==> src/rtl/ethernet_frame_generator.sv <==
// Minimum-size Ethernet frame source for MII/BASE-R benches: one byte per clock,
// wrapped in IDLE/START/TERMINATE control codes, with optional malformed-frame scenarios.
module ethernet_frame_generator #(
  parameter int          IDLE_CYCLES     = 12,
  parameter int          PREAMBLE_CYCLES = 7,
  parameter int          SFD_CYCLES      = 1,
  parameter int          DST_ADDR_CYCLES = 6,
  parameter int          SRC_ADDR_CYCLES = 6,
  parameter int          LEN_TYP_CYCLES  = 2,
  parameter int          DATA_CYCLES     = 46,
  parameter int          FCS_CYCLES      = 4,
  parameter logic [7:0]  IDLE_CODE       = 8'h07,
  parameter logic [7:0]  START_CODE      = 8'hFB,
  parameter logic [7:0]  TERMINATE_CODE  = 8'hFD,
  parameter logic [7:0]  PREAMBLE_CODE   = 8'h55,
  parameter logic [7:0]  SFD_CODE        = 8'hD5,
  parameter logic [7:0]  DST_ADDR_CODE   = 8'h01,
  parameter logic [7:0]  SRC_ADDR_CODE   = 8'h02,
  parameter logic [7:0]  LEN_TYP_CODE    = 8'h03,
  parameter logic [7:0]  FCS_CODE        = 8'h04
) (
  input  logic       clk,
  input  logic       i_rst,
  input  logic       i_start,
  input  logic [7:0] i_interrupt,
  output logic [7:0] o_tx_data,
  output logic [7:0] o_tx_ctrl
);

  typedef enum logic [3:0] {
    S_IDLE, S_START, S_PRE, S_SFD, S_DST, S_SRC, S_LEN, S_DATA, S_FCS, S_TERM
  } state_t;

  localparam logic [7:0] MODE_TRUNC = 8'd1;
  localparam logic [7:0] MODE_NOFCS = 8'd2;
  localparam logic [7:0] MODE_ERR   = 8'd3;
  localparam logic [7:0] CTRL_ON    = 8'hFF;
  localparam logic [7:0] CTRL_OFF   = 8'h00;
  localparam logic [7:0] ERR_CODE   = 8'hFE;
  localparam logic [7:0] DATA_LAST  = 8'(DATA_CYCLES - 1);
  localparam logic [7:0] DATA_HALF  = 8'(DATA_CYCLES / 2);
  // cnt value while emitting the last payload byte of a truncated frame
  localparam logic [7:0] TRUNC_CNT  = 8'(DATA_CYCLES - DATA_CYCLES / 2);

  state_t     state_q, state_d;
  logic [7:0] cnt_q, cnt_d;
  logic [7:0] ipg_q, ipg_d;
  logic [7:0] mode_q, mode_d;
  logic [7:0] data_q, data_d;
  logic [7:0] ctrl_q, ctrl_d;
  logic [7:0] idx;

  assign idx = DATA_LAST - cnt_q;

  always_comb begin
    state_d = state_q;
    cnt_d   = cnt_q;
    ipg_d   = ipg_q;
    mode_d  = mode_q;
    if (cnt_q != 8'd0) cnt_d = cnt_q - 8'd1;
    case (state_q)
      S_IDLE: begin
        if (ipg_q != 8'd0) begin
          ipg_d = ipg_q - 8'd1;
        end else if (i_start) begin
          state_d = S_START;
          mode_d  = i_interrupt;
        end
      end
      S_START: begin
        state_d = S_PRE;
        cnt_d   = 8'(PREAMBLE_CYCLES - 1);
      end
      S_PRE: if (cnt_q == 8'd0) begin
        state_d = S_SFD;
        cnt_d   = 8'(SFD_CYCLES - 1);
      end
      S_SFD: if (cnt_q == 8'd0) begin
        state_d = S_DST;
        cnt_d   = 8'(DST_ADDR_CYCLES - 1);
      end
      S_DST: if (cnt_q == 8'd0) begin
        state_d = S_SRC;
        cnt_d   = 8'(SRC_ADDR_CYCLES - 1);
      end
      S_SRC: if (cnt_q == 8'd0) begin
        state_d = S_LEN;
        cnt_d   = 8'(LEN_TYP_CYCLES - 1);
      end
      S_LEN: if (cnt_q == 8'd0) begin
        state_d = S_DATA;
        cnt_d   = DATA_LAST;
      end
      S_DATA: begin
        if (mode_q == MODE_TRUNC && cnt_q == TRUNC_CNT) begin
          state_d = S_TERM;
        end else if (cnt_q == 8'd0) begin
          state_d = (mode_q == MODE_NOFCS) ? S_TERM : S_FCS;
          cnt_d   = 8'(FCS_CYCLES - 1);
        end
      end
      S_FCS: if (cnt_q == 8'd0) state_d = S_TERM;
      S_TERM: begin
        state_d = S_IDLE;
        // the TERM->IDLE cycle counts toward the gap, hence the -1
        ipg_d   = 8'(IDLE_CYCLES - 1);
      end
      default: state_d = S_IDLE;
    endcase
  end

  // Output byte is a function of the current state, registered one cycle later.
  always_comb begin
    data_d = IDLE_CODE;
    ctrl_d = CTRL_ON;
    case (state_q)
      S_START: data_d = START_CODE;
      S_PRE:   begin data_d = PREAMBLE_CODE; ctrl_d = CTRL_OFF; end
      S_SFD:   begin data_d = SFD_CODE;      ctrl_d = CTRL_OFF; end
      S_DST:   begin data_d = DST_ADDR_CODE; ctrl_d = CTRL_OFF; end
      S_SRC:   begin data_d = SRC_ADDR_CODE; ctrl_d = CTRL_OFF; end
      S_LEN:   begin data_d = LEN_TYP_CODE;  ctrl_d = CTRL_OFF; end
      S_DATA: begin
        data_d = idx;
        ctrl_d = CTRL_OFF;
        if (mode_q == MODE_ERR && idx == DATA_HALF) begin
          data_d = ERR_CODE;
          ctrl_d = CTRL_ON;
        end
      end
      S_FCS:   begin data_d = FCS_CODE;      ctrl_d = CTRL_OFF; end
      S_TERM:  data_d = TERMINATE_CODE;
      default: data_d = IDLE_CODE;
    endcase
  end

  always_ff @(posedge clk) begin
    if (i_rst) begin
      state_q <= S_IDLE;
      cnt_q   <= 8'd0;
      ipg_q   <= 8'd0;
      mode_q  <= 8'd0;
      data_q  <= IDLE_CODE;
      ctrl_q  <= CTRL_ON;
    end else begin
      state_q <= state_d;
      cnt_q   <= cnt_d;
      ipg_q   <= ipg_d;
      mode_q  <= mode_d;
      data_q  <= data_d;
      ctrl_q  <= ctrl_d;
    end
  end

  assign o_tx_data = data_q;
  assign o_tx_ctrl = ctrl_q;

endmodule

==> config.mk <==
export PLATFORM = sky130hd
export DESIGN_NAME = ethernet_frame_generator
export DESIGN_NICKNAME = d
export VERILOG_FILES = /design/src/rtl/ethernet_frame_generator.sv
export SDC_FILE = /design/constraint.sdc
export NUM_CORES = 1
export LEC_CHECK = 0
export CORE_MARGIN = 2
export CORE_UTILIZATION = 45
export DETAILED_ROUTE_END_ITERATION = 10
export PLACE_DENSITY_LB_ADDON = 0.08
export RECOVER_POWER = 25
export SKIP_LAST_GASP = 1
export SYNTH_ARGS = -nofsm -noshare
export SYNTH_HDL_FRONTEND = slang
export SYNTH_SLANG_ARGS = --single-unit
==> constraint.sdc <==
create_clock -name clk -period 2.8 [get_ports clk]
set_input_delay 0.56 -clock clk [delete_from_list [all_inputs] [get_ports clk]]
set_output_delay 0.56 -clock clk [all_outputs]
set_load 0.02 [all_outputs]
; After elaboration in Yosys (flattened, before gate mapping)
; Cells that the tools add are included.
[word_totals]
output_inout_bits = 16
register_bits = 44
latchBits = 0
mem_bits_ro = 0
mem_bits_rw = 0
mem_count = 0
wordCells = 72
[op_classes]
div_mod_pow = 0
mul = 0
n_addsub = 3
reduce_logical = 12
bitwise_logic = 1
shift = 0
n_eq_ne = 24
order_cmp = 0
n_mux = 26
[op_table]
columns = cell, count
row1 = $mux 8, 10
row2 = $pmux 8 s9, 1
row3 = $pmux 8 s6, 1
row4 = $mux 4, 10
row5 = $pmux 4 s9, 1
row6 = $pmux 8 s2, 2
row7 = $ne 2x2->1 const B, 9
row8 = $eq 4x3->1 const B, 4
row9 = $eq 8x2->1 const B, 2
row10 = $eq 8x5->1 const B, 2
row11 = $reduce_bool 8->1, 2
row12 = $sub 8x1->8 const B, 2
row13 = $reduce_and 9->1, 1
row14 = $eq 4x2->1 const B, 2
row15 = $eq 4x4->1 const B, 2
row16 = $eq 8x1->1 const B, 1
row17 = $logic_not 8->1, 1
row18 = $sub 6x8->8 const A, 1
row19 = $reduce_or 6->1, 1
row20 = $eq 4x1->1 const B, 1
row21 = $logic_not 4->1, 1
row22 = $ne 3x3->1 const B, 1
row23 = $reduce_and 3->1, 1
row24 = $logic_and 1x1->1, 2
row25 = 5 further kinds, 5

; Depth between registers and ports, before layout
[depth]
word_depth = 5
mapped_depth = 9
mapped_depth_nobuf = 9

; Least setup slack after synthesis
; OpenSTA, ideal clock, no wires.
[synth_timing]
kind = reg2reg
startpoint = register cnt_q[1]
endpoint = register cnt_q[0]
t_arrival_ps = 1860
path_buffers = 0
setup_slack_ps = 834
required_ps = 2694
stages_incl_launch_ff = 10
path_cell_list = dfxtp_1 > inv_1 > ha_1 > or4b_4 > nor2_4 > inv_2 > ha_1 > nor4_1 > o21ai_0 > o311ai_0
[synth_via]
elab_chain_len = 5
elab_cells_between_ends = 12
cone_classes = 1 x eq/ne / 8 x mux / 3 x reduce/logical
[synth_lines]
columns = element, line_no
row1 = from (decl), 46  ; logic [7:0] cnt_q, cnt_d;
row2 = from (signal assigned), 147  ; cnt_q <= cnt_d;
row3 = $reduce_bool 8->1, 60  ; if (cnt_q != 8'd0) cnt_d = cnt_q - 8'd1;
row4 = $mux 8, 60
row5 = $mux 8, 97  ; end else if (cnt_q == 8'd0) begin
row6 = $mux 8, 95  ; if (mode_q == MODE_TRUNC && cnt_q == TRUNC_CNT) begin
row7 = $pmux 8 s6 (*), 61  ; case (state_q)
; Every way passes the cells marked *; elsewhere a longest branch is shown, timed or not.
; A chain may end at the register's enable or synchronous reset.

; Final worst setup path
; Ends and elaborated chain as after synthesis.

==> flow_metrics.py <==
metrics = {
    "run_status": {
        "status": "finished, final reports clean",
    },
    "clock_tree": {
        "cts_setup_buffers": 0,
        "numCtsBuffers": 5,
        "numClockSinks": 37,
        "cts_root_buf": "clkbuf_8",
        "htreeDepth": 2,
        "clk_path_buf_depth": 2,
        "clk_pin_slew_ns": 0.07,
        "cts_tree": "done",
        "cts_resized": 0,
        "hold_buffers": 0,
        "clock_latency_ns": 0.29,
    },
    "route": {
        "dr.pass1.iters": 4,
        "via_per_inst": 5.42,
        "antenna_left": 0,
        "drc_errors": 0,
        "vias": 1917,
        "drtIter0Drc": 126,
        "totalWireLength_mm": 5.06,
        "routedWlPerCell_um": 14.3,
    },
    "placed_design": {
        "placed_cell_area_sq_um": 2500,
        "pre_cts_slack_ns": 0.527,
        "hpwl_mm": 3.78,
        "numPortBuffers": 26,
        "gp_congestion": 0.949,
    },
    "grt": {
        "grt_pass1_wl_mm": 8.40,
        "grt_start_max_net_pins": 20,
        "gr-usage-met3": 0.0442,
        "top_usage_layer": "met2",
        "grt_use_met2": 0.308,
        "track_usage": 0.200,
        "grt_pass1_vias": 1752,
        "use_met1": 0.274,
        "grt_antenna_before_repair": 0,
        "overflow": 0,
    },
    "worst_setup_path": {
        "endpoint_kind": "flop",
        "crit_buf_inv": 2,
        "worst_path_max_delay_cell": "or4b_1",
        "crit_arrival_ns": 2.53,
        "cp_max_fo": 7,
        "slowest_delay_ns": 0.59,
        "worst_path_most_repeated_cell": "ha_1",
        "required_ns": 2.99,
        "cp_top_family": "simple AND/OR/NAND/NOR gates",
        "reg2regPathDepth": 9,
        "path_cells": "inv_1 > ha_1 > or4b_1 > nor2_4 > inv_2 > ha_1 > nor4_1 > o21ai_0 > o311ai_0",
        "path_class": "reg -> reg",
        "cp_num_cells": 9,
        "start_kind": "flop",
    },
    "sta": {
        "period_needed_ns": 2.34,
        "worst_slew_pin_slew_ns": 0.764,
        "tns_ns": 0,
        "drv_slew": 0,
        "final.setup.worst_slack_ns": 0.461,
        "hold_viol": 0,
        "clock_skew_ns": 0.00513,
        "fmax_ghz": 0.427,
        "finalSetupViolCount": 0,
        "rsz0062_at_grt": "false",
        "relSlewSlack": 0.486,
        "final.period_utilization": 0.835,
    },
    "synth": {
        "netlist_instances": 269,
        "async_flop_share": 0,
        "avgSynthCellArea_sq_um": 8.47,
        "ys_ff_latch": 37,
        "ys_warn_count": 0,
        "netlist_area_sq_um": 2280,
        "ys_types": 54,
        "synth_ff_type": "dfxtp_1",
        "syn_nets": 290,
        "synth_edf_count": 0,
        "yosysSeqAreaShare": 0.325,
    },
    "floorplan": {
        "start_util": 0.473,
        "core_area_sq_um": 4820,
        "num_rows": 25,
        "pin_count": 27,
        "die_area_sq_um": 5650,
        "die_h_um": 75.2,
        "die_w_um": 75.2,
    },
    "final_layout": {
        "layout_commonest_cell": "dfxtp_1",
        "stdcell_area_sq_um": 2560,
        "syn_to_final_growth_pct": 12.4,
        "nets": 307,
        "drive_gt1_frac": 0.0801,
        "insertedDiodeCount": 0,
        "final_cell_mix": "dfxtp_1 (37), nor2_1 (27), nand2_1 (25)",
    },
    "hold_path": {
        "min_delay_path_depth": 2,
        "hold_path_class": "reg -> reg",
    },
    "job": {
        "maxCapViolations": 0,
    },
    "power_and_ir_drop": {
        "power_leakage_nw": 1.05,
        "vdd_drop_max_mv": 0.483,
        "power_density_nw_per_um2": 1150,
    },
}
==> cells by family (layout without fill, tap and decap cells) <==
family	after synthesis	after routing	synth area share
AND/OR/NAND/NOR	103	103	0.249
AO/OA/AOI/OAI	55	55	0.158
flip-flops	37	37	0.325
buffers and inverters	34	52	0.0917
XOR/XNOR	20	20	0.0768
adder cells (fa/ha/maj)	10	10	0.0549
multiplexers	10	10	0.0445
==> worst reg2reg max path: cells and delay by family, from the launching register on <==
family	cells	cell delay (ns)
AND/OR/NAND/NOR	3	1.01
flip-flops	1	0.39
adder cells (fa/ha/maj)	2	0.39
AO/OA/AOI/OAI	2	0.24
buffers and inverters	2	0.21
==> power by group <==
group	leakage (nW)	internal, mW	switching [mW]
clock	0.0395	0.177	0.178
combinational	0.711	0.756	0.915
sequential	0.303	0.694	0.229
total	1.05	1.63	1.32
==> sequential cells by signal (all words and copies together) (netlist names) <==
name and cells:
ipg_q 8, cnt_q 8, o_tx_ctrl 1, state_q 4, o_tx_data 8, mode_q 8
==> path summary, 6_finish.rpt <==
kind	to	startpoint	slack (ns)
max	cnt_q[0]	cnt_q[1]	0.46
max reg2reg	cnt_q[0]	cnt_q[1]	0.46
min	mode_q[5]	mode_q[5]	0.50
min reg2reg	mode_q[5]	mode_q[5]	0.50
==> per-layer routing <==
metal	vias to the layer above	wire, um
met2	64	2270
met3	11	238
li1	969	-
met5	-	0
met4	0	96
met1	873	2460
==> per-stage QoR <==
step	util	hold slack [ns]	power [mW]	instances
after floorplan	-	0.464	2.26	269
after global placement	0.520	0.481	2.64	346
after detailed placement	0.520	0.488	2.63	346
after CTS	0.537	0.505	3.00	354
after global routing	0.532	0.542	3.21	354
final	0.532	0.498	2.95	354
==> cell type report <==
class / count / area [sq um]
fillers: 480 / 2250
multi-input cells: 198 / 1310
flip-flops and latches: 37 / 741
repair buffers: 32 / 302
well taps: 67 / 83.8
clock buffers: 8 / 80.1
inverters: 12 / 45.0
==> synthesized netlist by cell type (all sizes together), types with 4 or more instances <==
library cell	count	area (sq um)
nand2b	5	31.3
xnor2	12	105
o21ai	12	60.1
nor2	28	113
nor3	9	45.0
clkbuf	5	18.8
nand3	5	25.0
ha	10	125
nand2	26	100
dfxtp	37	741
mux2i	9	90.1
or3	4	26.3
inv	12	45.0
a21o	4	31.3
nor4	7	65.1
xor2	8	70.1
buf	17	145
a21oi	19	95.1
Note: power is estimated with default switching activity, not from simulation.
